`src/rtl/block_serial_add_sub_if.sv`:
```
// Operand/result bus for block_serial_add_sub.
// Valid/ready: a transfer happens on a rising edge where valid and ready are both high; valid holds its payload until then.
interface block_serial_add_sub_if #(
    parameter int WIDTH = 16
);
    logic             start_valid;
    logic             start_ready;
    logic [WIDTH-1:0] A;
    logic [WIDTH-1:0] B;
    logic             SUB;
    logic             result_valid;
    logic             result_ready;
    logic [WIDTH-1:0] S;
    logic             Cout;
    logic             OF;
    logic             busy;

    modport master (
        output start_valid, A, B, SUB, result_ready,
        input  start_ready, result_valid, S, Cout, OF, busy
    );

    modport slave (
        input  start_valid, A, B, SUB, result_ready,
        output start_ready, result_valid, S, Cout, OF, busy
    );
endinterface

```
`src/rtl/block_serial_add_sub.sv`:
```
// Multi-cycle add/sub: one BLOCK_SIZE slice per clock, LSB first, carry kept in a register.
// Optional zero flag output Z is enabled by defining BLOCK_SERIAL_ADD_SUB_ZERO_FLAG_EN.
module block_serial_add_sub #(
    parameter int WIDTH      = 16,
    parameter int BLOCK_SIZE = 4
) (
    input  logic                          clk,
    input  logic                          rst_n,
    block_serial_add_sub_if.slave         bus,
`ifdef BLOCK_SERIAL_ADD_SUB_ZERO_FLAG_EN
    output logic                          Z,
`endif
    output logic [1:0]                    dbg_state
);
    localparam int NUM_BLOCKS = WIDTH / BLOCK_SIZE;
    localparam int IDX_W      = $clog2(NUM_BLOCKS);

    typedef enum logic [1:0] {
        IDLE = 2'd0,
        RUN  = 2'd1,
        DONE = 2'd2
    } state_t;

    state_t                state;
    logic [WIDTH-1:0]      a_reg;
    logic [WIDTH-1:0]      b_reg;
    logic [WIDTH-1:0]      s_reg;
    logic                  carry;
    logic [IDX_W-1:0]      idx;
    logic                  cout_reg;
    logic                  of_reg;
    logic                  start_ready_reg;
    logic                  result_valid_reg;
    logic                  busy_reg;
`ifdef BLOCK_SERIAL_ADD_SUB_ZERO_FLAG_EN
    logic                  nz_reg;
    logic                  z_reg;
`endif

    // Operands shift right each RUN cycle, so the active block is always the low slice.
    logic [BLOCK_SIZE-1:0] blk_p;
    logic [BLOCK_SIZE-1:0] blk_g;
    logic [BLOCK_SIZE-1:0] blk_s;
    logic [BLOCK_SIZE:0]   blk_c;

    always_comb begin
        blk_p    = a_reg[BLOCK_SIZE-1:0] ^ b_reg[BLOCK_SIZE-1:0];
        blk_g    = a_reg[BLOCK_SIZE-1:0] & b_reg[BLOCK_SIZE-1:0];
        blk_c    = '0;
        blk_s    = '0;
        blk_c[0] = carry;
        for (int i = 0; i < BLOCK_SIZE; i++) begin
            blk_s[i]   = blk_p[i] ^ blk_c[i];
            blk_c[i+1] = blk_g[i] | (blk_p[i] & blk_c[i]);
        end
    end

    always_ff @(posedge clk or negedge rst_n) begin
        if (!rst_n) begin
            state            <= IDLE;
            a_reg            <= '0;
            b_reg            <= '0;
            s_reg            <= '0;
            carry            <= 1'b0;
            idx              <= '0;
            cout_reg         <= 1'b0;
            of_reg           <= 1'b0;
            start_ready_reg  <= 1'b1;
            result_valid_reg <= 1'b0;
            busy_reg         <= 1'b0;
`ifdef BLOCK_SERIAL_ADD_SUB_ZERO_FLAG_EN
            nz_reg           <= 1'b0;
            z_reg            <= 1'b0;
`endif
        end else begin
            case (state)
                IDLE: begin
                    if (bus.start_valid) begin
                        // Subtraction is A + ~B + 1: invert B here and seed the carry with SUB.
                        a_reg           <= bus.A;
                        b_reg           <= bus.B ^ {WIDTH{bus.SUB}};
                        carry           <= bus.SUB;
                        idx             <= '0;
                        s_reg           <= '0;
                        start_ready_reg <= 1'b0;
                        busy_reg        <= 1'b1;
`ifdef BLOCK_SERIAL_ADD_SUB_ZERO_FLAG_EN
                        nz_reg          <= 1'b0;
`endif
                        state           <= RUN;
                    end
                end
                RUN: begin
                    for (int b = 0; b < NUM_BLOCKS; b++) begin
                        if (idx == IDX_W'(b)) s_reg[b*BLOCK_SIZE +: BLOCK_SIZE] <= blk_s;
                    end
                    a_reg <= a_reg >> BLOCK_SIZE;
                    b_reg <= b_reg >> BLOCK_SIZE;
                    carry <= blk_c[BLOCK_SIZE];
                    idx   <= idx + 1'b1;
`ifdef BLOCK_SERIAL_ADD_SUB_ZERO_FLAG_EN
                    nz_reg <= nz_reg | (|blk_s);
`endif
                    if (idx == IDX_W'(NUM_BLOCKS - 1)) begin
                        cout_reg         <= blk_c[BLOCK_SIZE];
                        of_reg           <= blk_c[BLOCK_SIZE] ^ blk_c[BLOCK_SIZE-1];
                        result_valid_reg <= 1'b1;
`ifdef BLOCK_SERIAL_ADD_SUB_ZERO_FLAG_EN
                        z_reg            <= ~(nz_reg | (|blk_s));
`endif
                        state            <= DONE;
                    end
                end
                DONE: begin
                    if (bus.result_ready) begin
                        result_valid_reg <= 1'b0;
                        busy_reg         <= 1'b0;
                        start_ready_reg  <= 1'b1;
                        state            <= IDLE;
                    end
                end
                default: state <= IDLE;
            endcase
        end
    end

    assign bus.start_ready  = start_ready_reg;
    assign bus.result_valid = result_valid_reg;
    assign bus.busy         = busy_reg;
    assign bus.S            = s_reg;
    assign bus.Cout         = cout_reg;
    assign bus.OF           = of_reg;
    assign dbg_state        = state;
`ifdef BLOCK_SERIAL_ADD_SUB_ZERO_FLAG_EN
    assign Z                = z_reg;
`endif
endmodule

```
`src/flat_wrapper.sv`:
```
// flat-port wrapper written by rule: the top's interface ports become plain ports
module block_serial_add_sub_flat 
#(
    parameter int WIDTH      = 16,
    parameter int BLOCK_SIZE = 4
)
  (clk, rst_n, dbg_state, bus_start_valid, bus_A, bus_B, bus_SUB, bus_result_ready, bus_start_ready, bus_result_valid, bus_S, bus_Cout, bus_OF, bus_busy);
  block_serial_add_sub_if #(.WIDTH(WIDTH)) bus_i ();
  input  logic clk;
  input  logic rst_n;
  output logic [1:0] dbg_state;
  input wire logic [$bits(bus_i.start_valid)-1:0] bus_start_valid;
  input wire logic [$bits(bus_i.A)-1:0] bus_A;
  input wire logic [$bits(bus_i.B)-1:0] bus_B;
  input wire logic [$bits(bus_i.SUB)-1:0] bus_SUB;
  input wire logic [$bits(bus_i.result_ready)-1:0] bus_result_ready;
  output wire logic [$bits(bus_i.start_ready)-1:0] bus_start_ready;
  output wire logic [$bits(bus_i.result_valid)-1:0] bus_result_valid;
  output wire logic [$bits(bus_i.S)-1:0] bus_S;
  output wire logic [$bits(bus_i.Cout)-1:0] bus_Cout;
  output wire logic [$bits(bus_i.OF)-1:0] bus_OF;
  output wire logic [$bits(bus_i.busy)-1:0] bus_busy;
  assign bus_i.start_valid = bus_start_valid;
  assign bus_i.A = bus_A;
  assign bus_i.B = bus_B;
  assign bus_i.SUB = bus_SUB;
  assign bus_i.result_ready = bus_result_ready;
  assign bus_start_ready = bus_i.start_ready;
  assign bus_result_valid = bus_i.result_valid;
  assign bus_S = bus_i.S;
  assign bus_Cout = bus_i.Cout;
  assign bus_OF = bus_i.OF;
  assign bus_busy = bus_i.busy;
  block_serial_add_sub #(.WIDTH(WIDTH), .BLOCK_SIZE(BLOCK_SIZE)) u_core (.clk(clk), .rst_n(rst_n), .bus(bus_i), .dbg_state(dbg_state));
endmodule
```
`config.mk`:
```
export PLATFORM = sky130hd
export DESIGN_NAME = block_serial_add_sub_flat
export DESIGN_NICKNAME = d
export VERILOG_FILES = /design/src/rtl/block_serial_add_sub_if.sv /design/src/rtl/block_serial_add_sub.sv /design/src/flat_wrapper.sv
export SDC_FILE = /design/constraint.sdc
export NUM_CORES = 1
export LEC_CHECK = 0
export CAP_MARGIN = 20
export CORE_ASPECT_RATIO = 0.5
export CORE_MARGIN = 8
export CORE_UTILIZATION = 30
export CTS_CLUSTER_SIZE = 16
export DETAILED_ROUTE_END_ITERATION = 7
export GPL_ROUTABILITY_DRIVEN = 0
export PLACE_DENSITY = 0.54
export SLEW_MARGIN = 20
export SYNTH_ARGS = -nofsm -noshare
export SYNTH_HDL_FRONTEND = slang
export SYNTH_SLANG_ARGS = --single-unit
```
`constraint.sdc`:
```
create_clock -name clk -period 2.8 [get_ports clk]
set_input_delay 0.56 -clock clk [delete_from_list [all_inputs] [get_ports clk]]
set_output_delay 0.56 -clock clk [all_outputs]
set_load 0.05 [all_outputs]
```
# ---- After elaboration in Yosys (flattened, before gate mapping)
# Index checks and enable logic that the tools add are counted.
dict set report word_totals {
  ff_bits 58
  inputBits 37
  output_inout_bits 23
}
dict set report classes {
  add_sub_neg 1
  eq_ne 11
  muxes 26
  bitwise_logic 16
  n_reduce_logical 14
}
# operator n
set op_table {}
lappend op_table {{$pmux W16 S2} 3}
lappend op_table {{$mux W16} 3}
lappend op_table {{$reduce_and A3 Y1} 7}
lappend op_table {{$mux W4} 4}
lappend op_table {{$xor A16 B16 Y16} 1}
lappend op_table {{$mux W2} 4}
lappend op_table {{$ne A2 B1 Y1 const B} 4}
lappend op_table {{$pmux W1 S2} 4}
lappend op_table {{$eq A2 B2 Y1 const B} 3}
lappend op_table {{$mux W1} 6}
lappend op_table {{$pmux W2 S3} 1}
lappend op_table {{$reduce_bool A2 Y1} 3}
lappend op_table {{$xor A1 B1 Y1} 5}
lappend op_table {{$and A1 B1 Y1} 4}
lappend op_table {{$and A4 B4 Y4} 1}
lappend op_table {{$eq A2 B1 Y1 const B} 2}
lappend op_table {{$logic_not A2 Y1} 2}
lappend op_table {{$ne A2 B2 Y1 const B} 2}
lappend op_table {{$or A1 B1 Y1} 4}
lappend op_table {{$pmux W2 S2} 1}
lappend op_table {{$reduce_and A2 Y1} 2}
lappend op_table {{$xor A4 B4 Y4} 1}
lappend op_table {{$add A2 B1 Y2 const B} 1}

# ---- Longest topological paths before layout
# Gate-level depths: netlist of run 1.
dict set report logic_depth {
  depth_word 10
  ltp_mapped 8
  depth_no_buf 8
}

# ---- Worst setup path before layout of run 1
# Ideal clock, no wire load.
dict set report synth_path {
  path_type {flip-flop to flip-flop}
  from {reg u_core.carry}
  to {reg u_core.s_reg[11] (netlist: u_core.bus.S[11])}
  setup_time_ps 122
  t_arrival_ps 2234
  path_slack_ps 445
  path_stages_with_launch 8
  cell_sequence {dfrtp_1 -> fa_1 -> inv_1 -> fa_1 -> fa_1 -> inv_1 -> fa_1 -> a32o_1}
}
dict set report synth_between {
  elab_chain_len 9
}
# item line
set synth_rtl {}
lappend synth_rtl {{from (decl)} block_serial_add_sub.sv:28} ;# logic carry;
lappend synth_rtl {{from (signal assigned)} block_serial_add_sub.sv:82} ;# carry <= bus.SUB;
lappend synth_rtl {{from (signal assigned)} block_serial_add_sub.sv:99} ;# carry <= blk_c[BLOCK_SIZE];
lappend synth_rtl {{$and A1 B1 Y1} block_serial_add_sub.sv:54} ;# blk_c[i+1] = blk_g[i] | (blk_p[i] & blk_c[i]);
lappend synth_rtl {{$or A1 B1 Y1} block_serial_add_sub.sv:54}
lappend synth_rtl {{$and A1 B1 Y1} block_serial_add_sub.sv:54}
lappend synth_rtl {{$or A1 B1 Y1} block_serial_add_sub.sv:54}
lappend synth_rtl {{$and A1 B1 Y1} block_serial_add_sub.sv:54}
lappend synth_rtl {{$or A1 B1 Y1} block_serial_add_sub.sv:54}
lappend synth_rtl {{$xor A1 B1 Y1} block_serial_add_sub.sv:53} ;# blk_s[i] = blk_p[i] ^ blk_c[i];
lappend synth_rtl {{$mux W4} block_serial_add_sub.sv:95} ;# if (idx == IDX_W'(b)) s_reg[b*BLOCK_SIZE +: BLOCK_SIZE] <= blk_s;
lappend synth_rtl {{$pmux W16 S2} block_serial_add_sub.sv:76} ;# case (state)
lappend synth_rtl {{to (signal, indexed assignment)} block_serial_add_sub.sv:95}
lappend synth_rtl {{to (decl)} block_serial_add_sub.sv:27} ;# logic [WIDTH-1:0] s_reg;
# No other way between the ends. The select of a mux whose other input is x is not followed.
# A chain may end at the register's enable or synchronous reset.

# ---- Final worst setup path of run 1
dict set report layout_path {
  from {reg u_core.b_reg[0]}
  to {reg u_core.s_reg[15] (netlist: u_core.bus.S[15])}
}
dict set report layout_between {
  elab_chain_len 10
  elab_cells_between_ends 11
  cone_classes {mux: 2; bitwise: 9}
}
# item line
set layout_rtl {}
lappend layout_rtl {{from (decl)} block_serial_add_sub.sv:26} ;# logic [WIDTH-1:0] b_reg;
lappend layout_rtl {{from (signal assigned)} block_serial_add_sub.sv:81} ;# b_reg <= bus.B ^ {WIDTH{bus.SUB}};
lappend layout_rtl {{from (signal assigned)} block_serial_add_sub.sv:98} ;# b_reg <= b_reg >> BLOCK_SIZE;
lappend layout_rtl {{$xor A4 B4 Y4} block_serial_add_sub.sv:47} ;# blk_p = a_reg[BLOCK_SIZE-1:0] ^ b_reg[BLOCK_SIZE-1:0];
lappend layout_rtl {{$and A1 B1 Y1} block_serial_add_sub.sv:54}
lappend layout_rtl {{$or A1 B1 Y1 (*)} block_serial_add_sub.sv:54}
lappend layout_rtl {{$and A1 B1 Y1 (*)} block_serial_add_sub.sv:54}
lappend layout_rtl {{$or A1 B1 Y1 (*)} block_serial_add_sub.sv:54}
lappend layout_rtl {{$and A1 B1 Y1 (*)} block_serial_add_sub.sv:54}
lappend layout_rtl {{$or A1 B1 Y1 (*)} block_serial_add_sub.sv:54}
lappend layout_rtl {{$xor A1 B1 Y1 (*)} block_serial_add_sub.sv:53}
lappend layout_rtl {{$mux W4 (*)} block_serial_add_sub.sv:95}
lappend layout_rtl {{$pmux W16 S2 (*)} block_serial_add_sub.sv:76}
# Mark *: on every way between the ends. The rest lies on a longest branch, timed or not. The select of a mux whose other input is x is not followed.

==> flow_metrics.env, run 1 <==
export IMPL_hold_violations_final=0
export IMPL_die_width_um=150.4
export IMPL_drt_vias_per_instance=4.841
export IMPL_totalNegativeSetupSlack_ps=0
export IMPL_mostFrequentLayoutCells="58 x sky130_fd_sc_hd__clkdlybuf4s50_1, 57 x sky130_fd_sc_hd__dfrtp_1, 30 x sky130_fd_sc_hd__nand2_1, 19 x sky130_fd_sc_hd__o21ai_0, 16 x sky130_fd_sc_hd__xnor2_1"
export IMPL_crit_fanout=4
export IMPL_die_area_um2=12520
export IMPL_max_freq_mhz=405.4
export IMPL_crit_path_cell_trace="fa_1 > inv_1 > fa_1 > fa_1 > inv_1 > fa_1 > a32o_1"
export IMPL_timing_setup_critical_path_class="register to register"
export IMPL_reg2reg_depth=7
export IMPL_cellLeakagePower_nw=1.578
export IMPL_slew_headroom=0.4677
export IMPL_period_needed_ps=2467
export IMPL_numCtsBuffers=9
export IMPL_initial_util=0.3103
export IMPL_drt_iter0_drc=138
export IMPL_critical_path_max_stage_delay_ps=480
export IMPL_die_h_um=83.23
export IMPL_ir_drop_mv=0.4890
export IMPL_globalRouteTotalUtil=0.1114
export IMPL_status="finished, final reports clean"
export IMPL_ant_nets=0
export IMPL_grt_pass1_wl_um=11090
export IMPL_layout_cells_non_filler=428
export IMPL_vias_after_detailed_routing=2072
export IMPL_cp_start_kind="register"
export IMPL_fp_coreArea_um2=8738
export IMPL_clk_pin_slew_worst_paths_ps=50
export IMPL_grt_antenna_before_repair=0
export IMPL_tightest_slew_ps=798.5
export IMPL_layout_overhead_on_the_synthesized_area_pct=36.64
export IMPL_seq_area_frac_synth=0.5358
export IMPL_final_cell_area_um2=3705
export IMPL_avgSynthCellArea_um2=11.16
export IMPL_cts_htree_levels=3
export IMPL_worstSkewPairLatency_ps=320
export IMPL_netlist_cell_type_count=33
export IMPL_drtPass1Iterations=5
export IMPL_ctsLongestPathBuffers=2
export IMPL_final_setup_viol_count=0
export IMPL_worst_endpoint_required_ps=3010
export IMPL_min_period_over_period=0.8810
export IMPL_wire_per_inst_um=15.96
export IMPL_global_route_overflow_total=0
export IMPL_post_dp_hpwl_um=5039
export IMPL_max_cap_viol_count=0
export IMPL_crit_arrival_ps=2670
export IMPL_grt_pass1_vias=2133
export IMPL_placedInstanceArea_um2=3406
export IMPL_slew_viol_final=0
export IMPL_cpMostUsedCell="sky130_fd_sc_hd__fa_1"
export IMPL_antennaDiodeCount=0
export IMPL_post_synthesis_cell_count=243
export IMPL_cpMaxStageDelayCell="sky130_fd_sc_hd__fa_1"
export IMPL_worstSetupEndpointType="register"
export IMPL_numPortBuffers=59
export IMPL_post_synth_instance_area_um2=2711
export IMPL_row_count=24
export IMPL_rsz0062_at_grt="false"
export IMPL_cts_repair_resized=0
export IMPL_synth_net_count=288
export IMPL_cts_sinks=58
export IMPL_ioPinCount=60
export IMPL_maximum_number_of_pins_on_one_net_before_global_route_repair=28
export IMPL_drt_total_wl_um=6833
export IMPL_cts_hold_fix_buffers=0
export IMPL_power_per_cell_area_nw_per_um2=1202
export IMPL_post_route_drc=0
export IMPL_post_route_cells_drive_above_1_share=0.1158
export IMPL_placed_cells=412
export IMPL_worst_skew_ps=4.271
export IMPL_yosys_register_bits=58
export IMPL_post_cts_repair_setup_buffers=0
export IMPL_min_delay_path_class="input port to asynchronous set/reset pin"
export IMPL_clock_root_buffer="sky130_fd_sc_hd__clkbuf_16"
export IMPL_layout_nets=351
export IMPL_most_common_cell_after_layout_fill_and_taps_aside="sky130_fd_sc_hd__clkdlybuf4s50_1"
export IMPL_clock_tree_from_tritoncts="yes"
export IMPL_yosys_warnings=0
[logic make-up after synthesis]
kind of cell / Yosys count / synth area share
AOI/OAI and AO/OA: 72 / 0.1989
and+or+nand+nor: 61 / 0.1034
DFF: 58 / 0.5358
buffers and inverters: 26 / 0.05491
xor gates and xnor gates: 17 / 0.05491
adders and majority gates: 8 / 0.04799
muxes: 1 / 0.004153
[synthesized netlist by cell type, drive strengths merged]
cell	instances	share of area
dfrtp	57	0.53
nand2	30	0.042
o21ai	23	0.042
xnor2	16	0.052
buf	14	0.038
nor2	13	0.018
a221o	12	0.048
a22oi	11	0.030
inv	9	0.012
o2bb2ai	9	0.029
a32o	8	0.030
nand3	8	0.015
a21oi	7	0.013
fa	4	0.030
ha	4	0.018
clkbuf	3	0.0042
and3b	2	0.0065
nand2b	2	0.0046
nor2b	2	0.0046
dfstp	1	0.0097
mux2	1	0.0042
nand3b	1	0.0028
nor3b	1	0.0046
o21bai	1	0.0042
o31ai	1	0.0028
or2b	1	0.0028
or3b	1	0.0032
xor2	1	0.0032
[through the flow]
stage                       util  setup slack, ps  hold slack, ps  power (mW)
after global routing      0.4240            232.8           298.0       4.740
after CTS                 0.4240            319.9           264.1       4.511
after detailed placement  0.3897            338.5           473.0       3.397
after floorplan                -            444.8           264.4       2.789
after global placement    0.3897            381.1           463.4       3.332
final                     0.4240            333.1           258.5       4.453
[power by group]
part	internal, mW	total (mW)	switching, mW
registers	1.17	1.42	0.248
clock network	0.735	1.09	0.354
logic	0.759	1.94	1.18
total	2.67	4.45	1.79
[layer usage]
metal | vias up | part of all wire | track usage
met2 | 48 | 0.46 | 0.1667
met4 | 0 | 0.0088 | 0.03243
met3 | 6 | 0.063 | 0.04600
met1 | 1026 | 0.46 | 0.1436
li1 | 992 | - | -
met5 | - | 0 | 0
[critical path, delay by kind of cell, from the launching register on]
| family | cells | cell delay, ps |
|---|---|---|
| AO/OA/AOI/OAI | 1 | 280 |
| adder cells (fa/ha/maj) | 4 | 1560 |
| flip-flops | 1 | 380 |
| buffers and inverters | 2 | 130 |
[cell type report]
type                            count  area, µm²
Tap cell                          117      146.4
Inverter                            9      33.78
Timing Repair Buffer               69      660.6
Clock inverter                      2      35.03
Multi-Input combinational cell    159       1112
Fill cell                         827       5034
Clock buffer                       14      264.0
Sequential cell                    58       1453
[path summary, 6_finish.rpt]
path / start / to / slack (ps)
setup / recovery: u_core.b_reg[0]$_DFFE_PN0P_ / u_core.bus.S[15]$_DFFE_PN0P_ / 330
hold / removal: rst_n / u_core.a_reg[10]$_DFFE_PN0P_ / 260
setup reg to reg: u_core.b_reg[0]$_DFFE_PN0P_ / u_core.bus.S[15]$_DFFE_PN0P_ / 330
hold reg to reg: u_core.bus.OF$_DFFE_PN0P_ / u_core.bus.OF$_DFFE_PN0P_ / 480
max in group asynchronous: rst_n / u_core.bus.S[0]$_DFFE_PN0P_ / 1830
min in group clk: u_core.bus.OF$_DFFE_PN0P_ / u_core.bus.OF$_DFFE_PN0P_ / 480
(Power assumes the default switching activity.)
==> run 2: changes to the inputs <==
--- a/config.mk
+++ b/config.mk
@@ -10,4 +10,5 @@
 export CORE_MARGIN = 8
 export CORE_UTILIZATION = 30
+export CTS_CLUSTER_DIAMETER = 40
 export CTS_CLUSTER_SIZE = 16
 export DETAILED_ROUTE_END_ITERATION = 7
==> constraint.sdc (replaced) <==
create_clock -name clk -period 2.8 [get_ports clk]
set_input_delay 0.28 -clock clk [delete_from_list [all_inputs] [get_ports clk]]
set_output_delay 0.28 -clock clk [all_outputs]
set_load 0.05 [all_outputs]
==> flow_metrics.env, run 2 (synthesis results as in run 1) <==
export IMPL_fin_worst_hold_slack_ps=479.7
export IMPL_post_route_drc=0
export IMPL_fp_coreArea_um2=8738
export IMPL_crit_arrival_ps=2700
export IMPL_drt_vias_per_instance=4.890
export IMPL_placedInstanceArea_um2=3406
export IMPL_grt_antenna_before_repair=0
export IMPL_cts_repair_resized=0
export IMPL_maximum_number_of_pins_on_one_net_before_global_route_repair=26
export IMPL_worst_r2r_endpoint="u_core.bus.S[3]$_DFFE_PN0P_"
export IMPL_post_route_cells_drive_above_1_share=0.1154
export IMPL_ff2ff_setup_slack_ps=310
export IMPL_most_common_cell_after_layout_fill_and_taps_aside="sky130_fd_sc_hd__clkdlybuf4s50_1"
export IMPL_post_dp_hpwl_um=5128
export IMPL_numCtsBuffers=9
export IMPL_ctsLongestPathBuffers=2
export IMPL_period_needed_ps=2493
export IMPL_drt_iter0_drc=112
export IMPL_tightest_slew_ps=790.2
export IMPL_min_delay_path_class="register to register"
export IMPL_layout_cells_non_filler=429
export IMPL_worstHoldEndpoint="u_core.a_reg[1]$_DFFE_PN0P_"
export IMPL_antennaDiodeCount=0
export IMPL_layout_nets=352
export IMPL_min_period_over_period=0.8903
export IMPL_die_area_um2=12520
export IMPL_initial_util=0.3103
export IMPL_status="finished, final reports clean"
export IMPL_ir_drop_mv=0.4122
export IMPL_cts_hold_fix_buffers=1
export IMPL_hold_path_startpoint="u_core.a_reg[1]$_DFFE_PN0P_"
export IMPL_multiInputGateArea_um2=1112
export IMPL_timing_critical_path_from="u_core.carry$_DFFE_PN0P_"
export IMPL_clock_root_buffer="sky130_fd_sc_hd__clkbuf_16"
export IMPL_ant_nets=0
export IMPL_placed_cells=412
export IMPL_worstSkewPairLatency_ps=320
export IMPL_grt_pass1_vias=2215
export IMPL_slew_viol_final=0
export IMPL_grt_pass1_wl_um=11580
export IMPL_wire_per_inst_um=16.24
export IMPL_power_per_cell_area_nw_per_um2=1208
export IMPL_cellLeakagePower_nw=1.582
export IMPL_row_count=24
export IMPL_rsz0062_at_grt="false"
export IMPL_global_route_overflow_total=0
export IMPL_worstSetupEndpointType="register"
export IMPL_die_width_um=150.4
export IMPL_clk_pin_slew_worst_paths_ps=50
export IMPL_mostFrequentLayoutCells="58 x sky130_fd_sc_hd__clkdlybuf4s50_1, 57 x sky130_fd_sc_hd__dfrtp_1, 30 x sky130_fd_sc_hd__nand2_1, 19 x sky130_fd_sc_hd__o21ai_0, 16 x sky130_fd_sc_hd__xnor2_1"
export IMPL_clock_tree_from_tritoncts="yes"
export IMPL_numPortBuffers=59
export IMPL_final_cell_area_um2=3715
export IMPL_slew_headroom=0.4732
export IMPL_ioPinCount=60
export IMPL_total_power_mw=4.487
export IMPL_layout_overhead_on_the_synthesized_area_pct=37.01
export IMPL_final_setup_viol_count=0
export IMPL_max_cap_viol_count=0
export IMPL_holdPathStages=2
export IMPL_globalRouteTotalUtil=0.1169
export IMPL_worst_skew_ps=4.344
export IMPL_cts_htree_levels=3
export IMPL_timing_setup_critical_path_class="register to register"
export IMPL_sequential_cell_area_um2=1453
export IMPL_r2r_start="u_core.carry$_DFFE_PN0P_"
export IMPL_post_cts_repair_setup_buffers=0
export IMPL_n_fill_cell=822
export IMPL_max_freq_mhz=401.1
export IMPL_worst_endpoint_required_ps=3010
export IMPL_vias_after_detailed_routing=2098
export IMPL_cp_start_kind="register"
export IMPL_die_h_um=83.23
export IMPL_drt_total_wl_um=6966
export IMPL_reg2reg_depth=7
export IMPL_drtPass1Iterations=4
export IMPL_hold_violations_final=0
export IMPL_totalNegativeSetupSlack_ps=0
export IMPL_cts_sinks=58
export IMPL_crit_fanout=4
run 2: layer usage:
| metal | routed length (µm) | share of wire | vias up | global-route usage |
|---|---|---|---|---|
| met5 | 0 | 0 | - | 0 |
| met4 | 89 | 0.013 | 0 | 0.04505 |
| met3 | 326 | 0.047 | 6 | 0.04221 |
| met2 | 3230 | 0.46 | 47 | 0.1773 |
| met1 | 3319 | 0.48 | 1046 | 0.1484 |
| li1 | - | - | 999 | - |
run 2: final cells by class:
class                           count  area share
Inverter                            9    0.009094
Clock buffer                       14     0.07107
Tap cell                          117     0.03941
Multi-Input combinational cell    159      0.2994
Sequential cell                    58      0.3910
Clock inverter                      2    0.009431
Timing Repair Buffer               70      0.1805
run 2: worst max path at each step:
stage                                         to  depth (start not counted)
floorplan           u_core.bus.S[11]$_DFFE_PN0P_                          7
global placement    u_core.bus.S[11]$_DFFE_PN0P_                          7
detailed placement   u_core.bus.S[7]$_DFFE_PN0P_                          7
CTS                  u_core.bus.S[3]$_DFFE_PN0P_                          7
global route        u_core.bus.S[15]$_DFFE_PN0P_                          7
finish               u_core.bus.S[3]$_DFFE_PN0P_                          7
run 2: critical path, cell delays in order, from the launching register on:
cell                      delay (ps)
sky130_fd_sc_hd__dfrtp_1         380
sky130_fd_sc_hd__fa_1            180
sky130_fd_sc_hd__inv_1            50
sky130_fd_sc_hd__fa_1            460
sky130_fd_sc_hd__fa_1            460
sky130_fd_sc_hd__inv_1            90
sky130_fd_sc_hd__fa_1            480
sky130_fd_sc_hd__a32o_1          280
run 2: per-stage QoR:
stage	utilization	worst slack [ps]
2_1_floorplan	-	444.8
3_3_place_gp	0.3897	379.4
3_5_place_dp	0.3897	306.2
4_1_cts	0.4251	299.0
5_1_grt	0.4251	197.7
6_report	0.4251	307.1
run 2: power breakdown:
group          internal (mW)  leakage [nW]  switching, mW
Clock                  0.735         0.147          0.359
Combinational          0.772         0.691           1.20
Sequential              1.17         0.745          0.253
==> run 3: changes to the inputs <==
Clock period 2.8 ns to 2.7 ns, I/O delays scaled along.
==> flow_metrics.env, run 3 (synthesis results as in run 1) <==
export IMPL_drtPass1Iterations=4
export IMPL_most_common_cell_after_layout_fill_and_taps_aside="sky130_fd_sc_hd__clkdlybuf4s50_1"
export IMPL_ctsLongestPathBuffers=2
export IMPL_timing_setup_critical_path_class="register to register"
export IMPL_min_delay_path_class="input port to asynchronous set/reset pin"
export IMPL_numCtsBuffers=9
export IMPL_antennaDiodeCount=0
export IMPL_rsz0062_at_grt="false"
export IMPL_cpMaxStageDelayCell="sky130_fd_sc_hd__fa_1"
export IMPL_cpMostUsedCell="sky130_fd_sc_hd__fa_1"
export IMPL_max_freq_mhz=409.0
export IMPL_power_net_switching_mw=1.850
export IMPL_worstSkewPairLatency_ps=320
export IMPL_min_period_over_period=0.9056
export IMPL_die_width_um=150.4
export IMPL_post_cts_repair_setup_buffers=0
export IMPL_wire_per_inst_um=16.00
export IMPL_hold_violations_final=0
export IMPL_layout_overhead_on_the_synthesized_area_pct=34.89
export IMPL_ant_nets=0
export IMPL_layout_nets=350
export IMPL_ff2ff_setup_slack_ps=260
export IMPL_grt_antenna_before_repair=0
export IMPL_status="finished, final reports clean"
export IMPL_grt_pass1_wl_um=11050
export IMPL_initial_util=0.3103
export IMPL_cts_repair_resized=0
export IMPL_cellLeakagePower_nw=1.560
export IMPL_ir_drop_mv=0.5806
export IMPL_numPortBuffers=59
export IMPL_final_setup_viol_count=0
export IMPL_seqPwrFrac=0.331
export IMPL_final_cell_area_um2=3657
export IMPL_post_route_cells_drive_above_1_share=0.1169
export IMPL_net_switching_fraction_of_the_power=0.4120
export IMPL_worst_skew_ps=4.952
export IMPL_period_needed_ps=2445
export IMPL_post_dp_hpwl_um=5020
export IMPL_drt_vias_per_instance=4.826
export IMPL_fin_worst_hold_slack_ps=99.17
export IMPL_n_fill_cell=834
export IMPL_tightest_slew_ps=790.7
export IMPL_mostFrequentLayoutCells="58 x sky130_fd_sc_hd__clkdlybuf4s50_1, 57 x sky130_fd_sc_hd__dfrtp_1, 30 x sky130_fd_sc_hd__nand2_1, 19 x sky130_fd_sc_hd__o21ai_0, 16 x sky130_fd_sc_hd__xnor2_1"
export IMPL_globalRouteTotalUtil=0.1111
export IMPL_wl_met3_um=305
export IMPL_ioPinCount=60
export IMPL_route_met2_wl_um=3240
export IMPL_vias_after_detailed_routing=2051
export IMPL_clock_tree_from_tritoncts="yes"
export IMPL_wl_met1_um=3206
export IMPL_drt_iter0_drc=88
export IMPL_fp_coreArea_um2=8738
export IMPL_worstSetupEndpointType="register"
export IMPL_crit_fanout=4
export IMPL_row_count=24
export IMPL_comb_power_share=0.451
export IMPL_internal_power_mw=2.640
export IMPL_placedInstanceArea_um2=3398
export IMPL_critPathTopFamily="adder cells"
export IMPL_cts_sinks=58
export IMPL_crit_path_cell_trace="fa_1 > inv_1 > fa_1 > fa_1 > inv_1 > fa_1 > a32o_1"
export IMPL_critical_path_max_stage_delay_ps=470
export IMPL_die_h_um=83.23
export IMPL_maximum_number_of_pins_on_one_net_before_global_route_repair=59
export IMPL_post_route_drc=0
export IMPL_drt_total_wl_um=6799
export IMPL_totalNegativeSetupSlack_ps=0
export IMPL_cp_start_kind="register"
export IMPL_power_per_cell_area_nw_per_um2=1228
export IMPL_worst_endpoint_required_ps=2900
export IMPL_clock_root_buffer="sky130_fd_sc_hd__clkbuf_16"
export IMPL_top_signal_layer_used="met4"
export IMPL_clk_pin_slew_worst_paths_ps=50
export IMPL_worst_path_buf_inv=2
export IMPL_grt_pass1_vias=2109
export IMPL_die_area_um2=12520
export IMPL_cts_htree_levels=3
export IMPL_cts_hold_fix_buffers=0
export IMPL_global_route_overflow_total=0
export IMPL_max_cap_viol_count=0
export IMPL_clock_power_share=0.218
export IMPL_slew_headroom=0.4729
export IMPL_slew_viol_final=0
export IMPL_crit_arrival_ps=2640
## run 3: changes by cell type in the layout (fill, tap and decap cells not counted), sizes merged
cell and delta:
clkinv +3, buf -1, bufinv -1, dlygate4sd3 -1, clkbuf -4
## run 3: stage by stage
stage	power, mW	utilization	instances	setup WS (ps)
3_5_place_dp	3.524	0.3889	411	250.0
4_1_cts	4.533	0.4185	425	242.2
3_3_place_gp	3.467	0.3889	411	281.3
6_report	4.490	0.4185	425	255.0
5_1_grt	4.782	0.4185	425	124.2
2_1_floorplan	2.892	-	243	344.8
## run 3: area by class of cell
cell class | count | area, µm² | area share
multi-input combinational | 159 | 1112 | 0.3041
clock buffer | 10 | 239.0 | 0.06534
timing repair buffer | 68 | 653.1 | 0.1786
clock inverter | 4 | 20.02 | 0.005474
tap | 117 | 146.4 | 0.04003
inverter | 9 | 33.78 | 0.009237
sequential | 58 | 1453 | 0.3972
## run 3: path summary, 6_finish.rpt
kind | start | to | cells after the start
worst max-delay path | u_core.b_reg[0]$_DFFE_PN0P_ | u_core.bus.S[7]$_DFFE_PN0P_ | 7
worst min-delay path | rst_n | u_core.bus.busy$_DFFE_PN0P_ | 2
worst max register to register | u_core.b_reg[0]$_DFFE_PN0P_ | u_core.bus.S[7]$_DFFE_PN0P_ | 7
worst min register to register | u_core.a_reg[1]$_DFFE_PN0P_ | u_core.a_reg[1]$_DFFE_PN0P_ | 2
max in group asynchronous | rst_n | u_core.bus.S[15]$_DFFE_PN0P_ | 2
min in group clk | bus_A[15] | u_core.a_reg[15]$_DFFE_PN0P_ | 3
## run 3: power groups by stage
stage / registers (mW) / logic [mW] / clock network, mW
after floorplan: 1.77 / 1.12 / 0
after global placement: 1.48 / 1.99 / 0
after detailed placement: 1.50 / 2.03 / 0
after CTS: 1.48 / 2.04 / 1.00
after global routing: 1.52 / 2.22 / 1.04
final: 1.49 / 2.03 / 0.978
## run 3: metal layers
layer	global-route usage	up-vias
met3	0.04004	4
met4	0.02973	0
li1	-	984
met2	0.1708	33
met1	0.1439	1030
met5	0	-
==> edit 1: new RTL, flow settings as in run 3 <==
Make the reset (`rst_n`) synchronous in one clocked block.
--- a/src/rtl/block_serial_add_sub.sv
+++ b/src/rtl/block_serial_add_sub.sv
@@ -55,7 +55,7 @@
         end
     end
 
-    always_ff @(posedge clk or negedge rst_n) begin
+    always_ff @(posedge clk) begin
         if (!rst_n) begin
             state            <= IDLE;
             a_reg            <= '0;
Behaviour: differs if rst_n is asserted again (counterexample within 4 cycles, from zero or initial values and one cycle with rst_n low); with rst_n held inactive, the same outputs for 10 cycles.
==> edit 1 against run 3 <==
  * Sequential cell count is the same
  * Worst setup slack gained 0.10 ns
  * Synthesized area is 2.4% higher
  * Final area up 2.6%
  * Routed wire length about the same
  * Largest cell class is now multi-input gates
Power is not compared: it rests on default switching activity, and its combinational part moved more than twofold at a synthesized area within 25%.
==> edit 1: results (changes against run 3) <==
Post-synth top cells=58 x dfxtp_1, 23 x nand2_1, 20 x a21boi_1, 18 x mux2i_1, 18 x o21ai_1 (was 57 x dfrtp_1, 30 x nand2_1, 19 x o21ai_0, 16 x xnor2_1, 13 x nor2_1); Area growth, synth to finish=35.1% (was 34.9%); asr flop ratio synth=0 (was 1.00); Reg-to-Reg End=u_core.bus.S[3] (was u_core.bus.S[7]); number of global-route vias before repair=2374 (was 2109); slew margin rel.=0.368 (was 0.473); clock network share of area=0.0847 (was 0.0708); row cnt=24 (unchanged); Post-Syn Nets=330 (was 288); port bufs=59 (unchanged); Tot GR Track Use=0.114 (was 0.111); RR Startpoint=u_core.carry (was u_core.b_reg[0]); status=completed (unchanged); fin cells=462 (was 425); min-delay worst type=reg2reg (was in2async); Logic pwr share=0.148; Syn Area/Cell=9.75 µm² (was 11.2 µm²); fraction of area in multi-input gates=0.387 (was 0.304); number of multi-input logic gates=196 (was 159); nonclk inv count=10 (was 9); largest net degree at the start of global routing=29 (was 59); Post-Place Cells=446 (was 411); Non-clock buffer share=0.169 (was 0.179); dpl cell area=3440 µm² (was 3400 µm²); # nets final=385 (was 350); total number of vias=2229 (was 2051); met2 GRT Util=0.186 (was 0.171); CP Launch Type=register (unchanged); synth unique cells=36 (was 33); Worst R2R Path Depth=9 (was 7); drt initial violations=120 (was 88); post-DP HPWL=5.05 mm (was 5.02 mm); Synth area leaders=dfxtp_1 42%, mux2i_1 6.5%, a21boi_1 5.4% (was dfrtp_1 53%, xnor2_1 5.2%, nand2_1 4.2%); Final Skew=0.00482 ns (was 0.00495 ns); bufs w/o clock=65 (was 68); met1 GRT Util=0.128 (was 0.144); number of clock buffers in the layout=15 (was 10); filler cell count=891 (was 834); DRT Wirelength=6.80 mm (about the same); sequential cell area fraction in the yosys report=0.418 (was 0.536); sequential share of cell area=0.310 (was 0.397)
==> edit 1: cell types whose count changed after synthesis, moves of 7 or more <==
cell       delta
a21boi_1     +20
a221o_1       +7
a221o_2       -7
a32o_1        -8
dfrtp_1      -57
dfxtp_1      +58
mux2i_1      +18
nand2_1       -7
nor2b_1      +12
o211a_1      +11
o21ai_0      -19
o21ai_1      +14
o2bb2ai_1     -9
==> edit 1: worst min path at each step <==
stage                    startpoint  slack, ns  depth (start not counted)                to
global placement      u_core.bus.OF       0.46                          2     u_core.bus.OF
global route        u_core.bus.busy       0.49                          2   u_core.bus.busy
detailed placement  u_core.bus.busy       0.47                          2   u_core.bus.busy
finish                u_core.bus.OF       0.47                          2     u_core.bus.OF
floorplan                 bus_A[12]       0.44                          2  u_core.a_reg[12]
CTS                 u_core.bus.busy       0.47                          2   u_core.bus.busy
==> edit 1: logic make-up (layout without fill, tap and decap cells) <==
kind of cell,Yosys count,count (layout),share of synthesized area
and+or+nand+nor,77,77,0.142
AOI/OAI and AO/OA,75,75,0.211
DFF,58,58,0.418
buffers and inverters,31,91,0.0586
muxes,19,19,0.0698
xor gates and xnor gates,17,17,0.0536
adders and majority gates,8,8,0.0468
==> edit 1: per-layer routing <==
layer | up-vias | part of all wire
met5 | - | 0
met3 | 9 | 0.056
met1 | 1072 | 0.47
met2 | 41 | 0.46
li1 | 1107 | -
met4 | 0 | 0.017
==> edit 1: worst max-delay path, cell delays in order (launching register included) <==
cell,delay (ns)
dfxtp_1,0.36
fa_1,0.19
inv_1,0.05
fa_1,0.37
fa_1,0.42
inv_1,0.09
fa_1,0.41
nor2b_1,0.18
nand3_1,0.10
a21boi_1,0.06
==> edit 2: new RTL, settings of run 3 <==
Made on the original files. `BLOCK_SIZE` is set to 4 in 2 places; all go to 8.
--- a/src/rtl/block_serial_add_sub.sv
+++ b/src/rtl/block_serial_add_sub.sv
@@ -2,7 +2,7 @@
 // Optional zero flag output Z is enabled by defining BLOCK_SERIAL_ADD_SUB_ZERO_FLAG_EN.
 module block_serial_add_sub #(
     parameter int WIDTH      = 16,
-    parameter int BLOCK_SIZE = 4
+    parameter int BLOCK_SIZE = 8
 ) (
     input  logic                          clk,
     input  logic                          rst_n,
--- a/src/flat_wrapper.sv
+++ b/src/flat_wrapper.sv
@@ -2,7 +2,7 @@
 module block_serial_add_sub_flat 
 #(
     parameter int WIDTH      = 16,
-    parameter int BLOCK_SIZE = 4
+    parameter int BLOCK_SIZE = 8
 )
   (clk, rst_n, dbg_state, bus_start_valid, bus_A, bus_B, bus_SUB, bus_result_ready, bus_start_ready, bus_result_valid, bus_S, bus_Cout, bus_OF, bus_busy);
   block_serial_add_sub_if #(.WIDTH(WIDTH)) bus_i ();
Formal check against the unedited RTL: not equivalent (a bounded check fails within 4 cycles, from zero or initial values and one cycle with rst_n low).
==> edit 2 against run 3 <==
  * The run now ends with negative setup slack left
  * Worst setup slack worse by 1.2 ns
  * Power grew 6.2%
  * Sequential cell count shrank 1
  * Synthesized area rose by 5.6%
  * Non-clock buffer count is 6 higher
  * Critical path type unchanged
  * Fmax fell by 34%
  * Via count is 0.15% higher
  * Final area is 6.9% higher
  * Routed wire length up 9.1%
==> edit 2: results (changes against run 3) <==
status=complete, but fails checks (was completed); failing checks=negative setup slack; DRT Wirelength=7.42 mm (was 6.80 mm); total number of vias=2054 (was 2051); number of global-route vias before repair=2201 (was 2109); met1 GRT Util=0.163 (was 0.144); # setup viols final=9 (was 0); dpl cell area=3600 µm² (was 3400 µm²); Tot GR Track Use=0.122 (was 0.111); met1 WL=3.63 mm (was 3.21 mm); WP data arrival=3.89 ns (was 2.64 ns); min setup slack post-route=-0.992 ns (was 0.255 ns); Post-Route Setup TNS=-5.63 ns (was 0 ns); CTS Hold Bufs=1 (was 0); worst stage delay on the critical path=0.42 ns (was 0.47 ns); GR Util met3=0.0507 (was 0.0400); synth unique cells=32 (was 33); drt initial violations=123 (was 88); Cells after Synth=255 (was 243); Worst-Margin Slew=0.765 ns (was 0.791 ns); Final Skew=0.00422 ns (was 0.00495 ns); Post-synth top cells=56 x dfrtp_1, 29 x nand2_1, 18 x o21ai_0, 16 x and3b_1, 16 x mux2_2 (was 57 x dfrtp_1, 30 x nand2_1, 19 x o21ai_0, 16 x xnor2_1, 13 x nor2_1); CP Max Fanout=2 (was 4); sequential cell area fraction in the yosys report=0.498 (was 0.536); met3 wire length=387 µm (was 305 µm); Post-Place Cells=431 (was 411); met2 GRT Util=0.176 (was 0.171); post-DP HPWL=5.57 mm (was 5.02 mm); Clk pin slew, worst setup/hold paths=0.05 ns (about the same); # nets final=368 (was 350); wire length on met2=3.31 mm (was 3.24 mm); dpl ws=-0.985 ns (was 0.250 ns); share of cells above drive strength 1=0.190 (was 0.117); Post-Syn Nets=300 (was 288); CP max-delay cell=fa_1 (unchanged); Synth area leaders=dfrtp_1 49%, mux2_2 6.3%, fa_1 5.6% (was dfrtp_1 53%, xnor2_1 5.2%, nand2_1 4.2%); post-CTS resize count=9 (was 0); Ant. Diodes=0 (unchanged); largest net degree at the start of global routing=29 (was 59); leakage=1.72 nW (was 1.56 nW); min-delay worst type=reg2reg (was in2async); filler cell count=914 (was 834); routed vias/inst=4.58 (was 4.83)
==> edit 2: cells by family after synthesis <==
family | after synthesis | synth area share
compound gates | 52 | 0.123
xor+xnor | 17 | 0.0520
fa+ha+maj | 8 | 0.0559
buf+inv | 32 | 0.0590
flops | 57 | 0.498
mux | 18 | 0.0708
simple gates | 71 | 0.141
==> edit 2: where the power goes <==
group | switching (W) | total [W] | internal [W]
clock | 0.000345 | 0.000984 | 0.000639
combinational | 0.00132 | 0.00232 | 0.00100
sequential | 0.000260 | 0.00146 | 0.00120
total | 0.00193 | 0.00477 | 0.00284
==> edit 2: area by class of cell <==
class / instances / area (µm²) / share of cell area
sequential: 57 / 1430 / 0.365
tap: 121 / 151 / 0.0387
multi-input combinational: 166 / 1320 / 0.336
timing repair buffer: 74 / 701 / 0.179
clock buffer: 15 / 258 / 0.0659
inverter: 15 / 56.3 / 0.0144
==> edit 2: worst reg2reg max path: cells and delay by family (launching register included) <==
kind	cells	cell delay [ns]
DFF	1	0.38
buffers and inverters	2	0.10
and+or+nand+nor	1	0.16
adders and majority gates	8	2.71
muxes	1	0.25
==> edit 2: worst paths after layout <==
| check | start | end | slack (ns) | cells after the start |
|---|---|---|---|---|
| max | u_core.a_reg[0] | u_core.bus.S[15] | -0.99 | 12 |
| min | u_core.a_reg[6] | u_core.a_reg[6] | 0.48 | 2 |
| max reg2reg | u_core.a_reg[0] | u_core.bus.S[15] | -0.99 | 12 |
| min reg2reg | u_core.a_reg[6] | u_core.a_reg[6] | 0.48 | 2 |
| max in group asynchronous | rst_n | u_core.bus.S[9] | 1.45 | 3 |
| min in group asynchronous | rst_n | u_core.a_reg[11] | 0.53 | 2 |
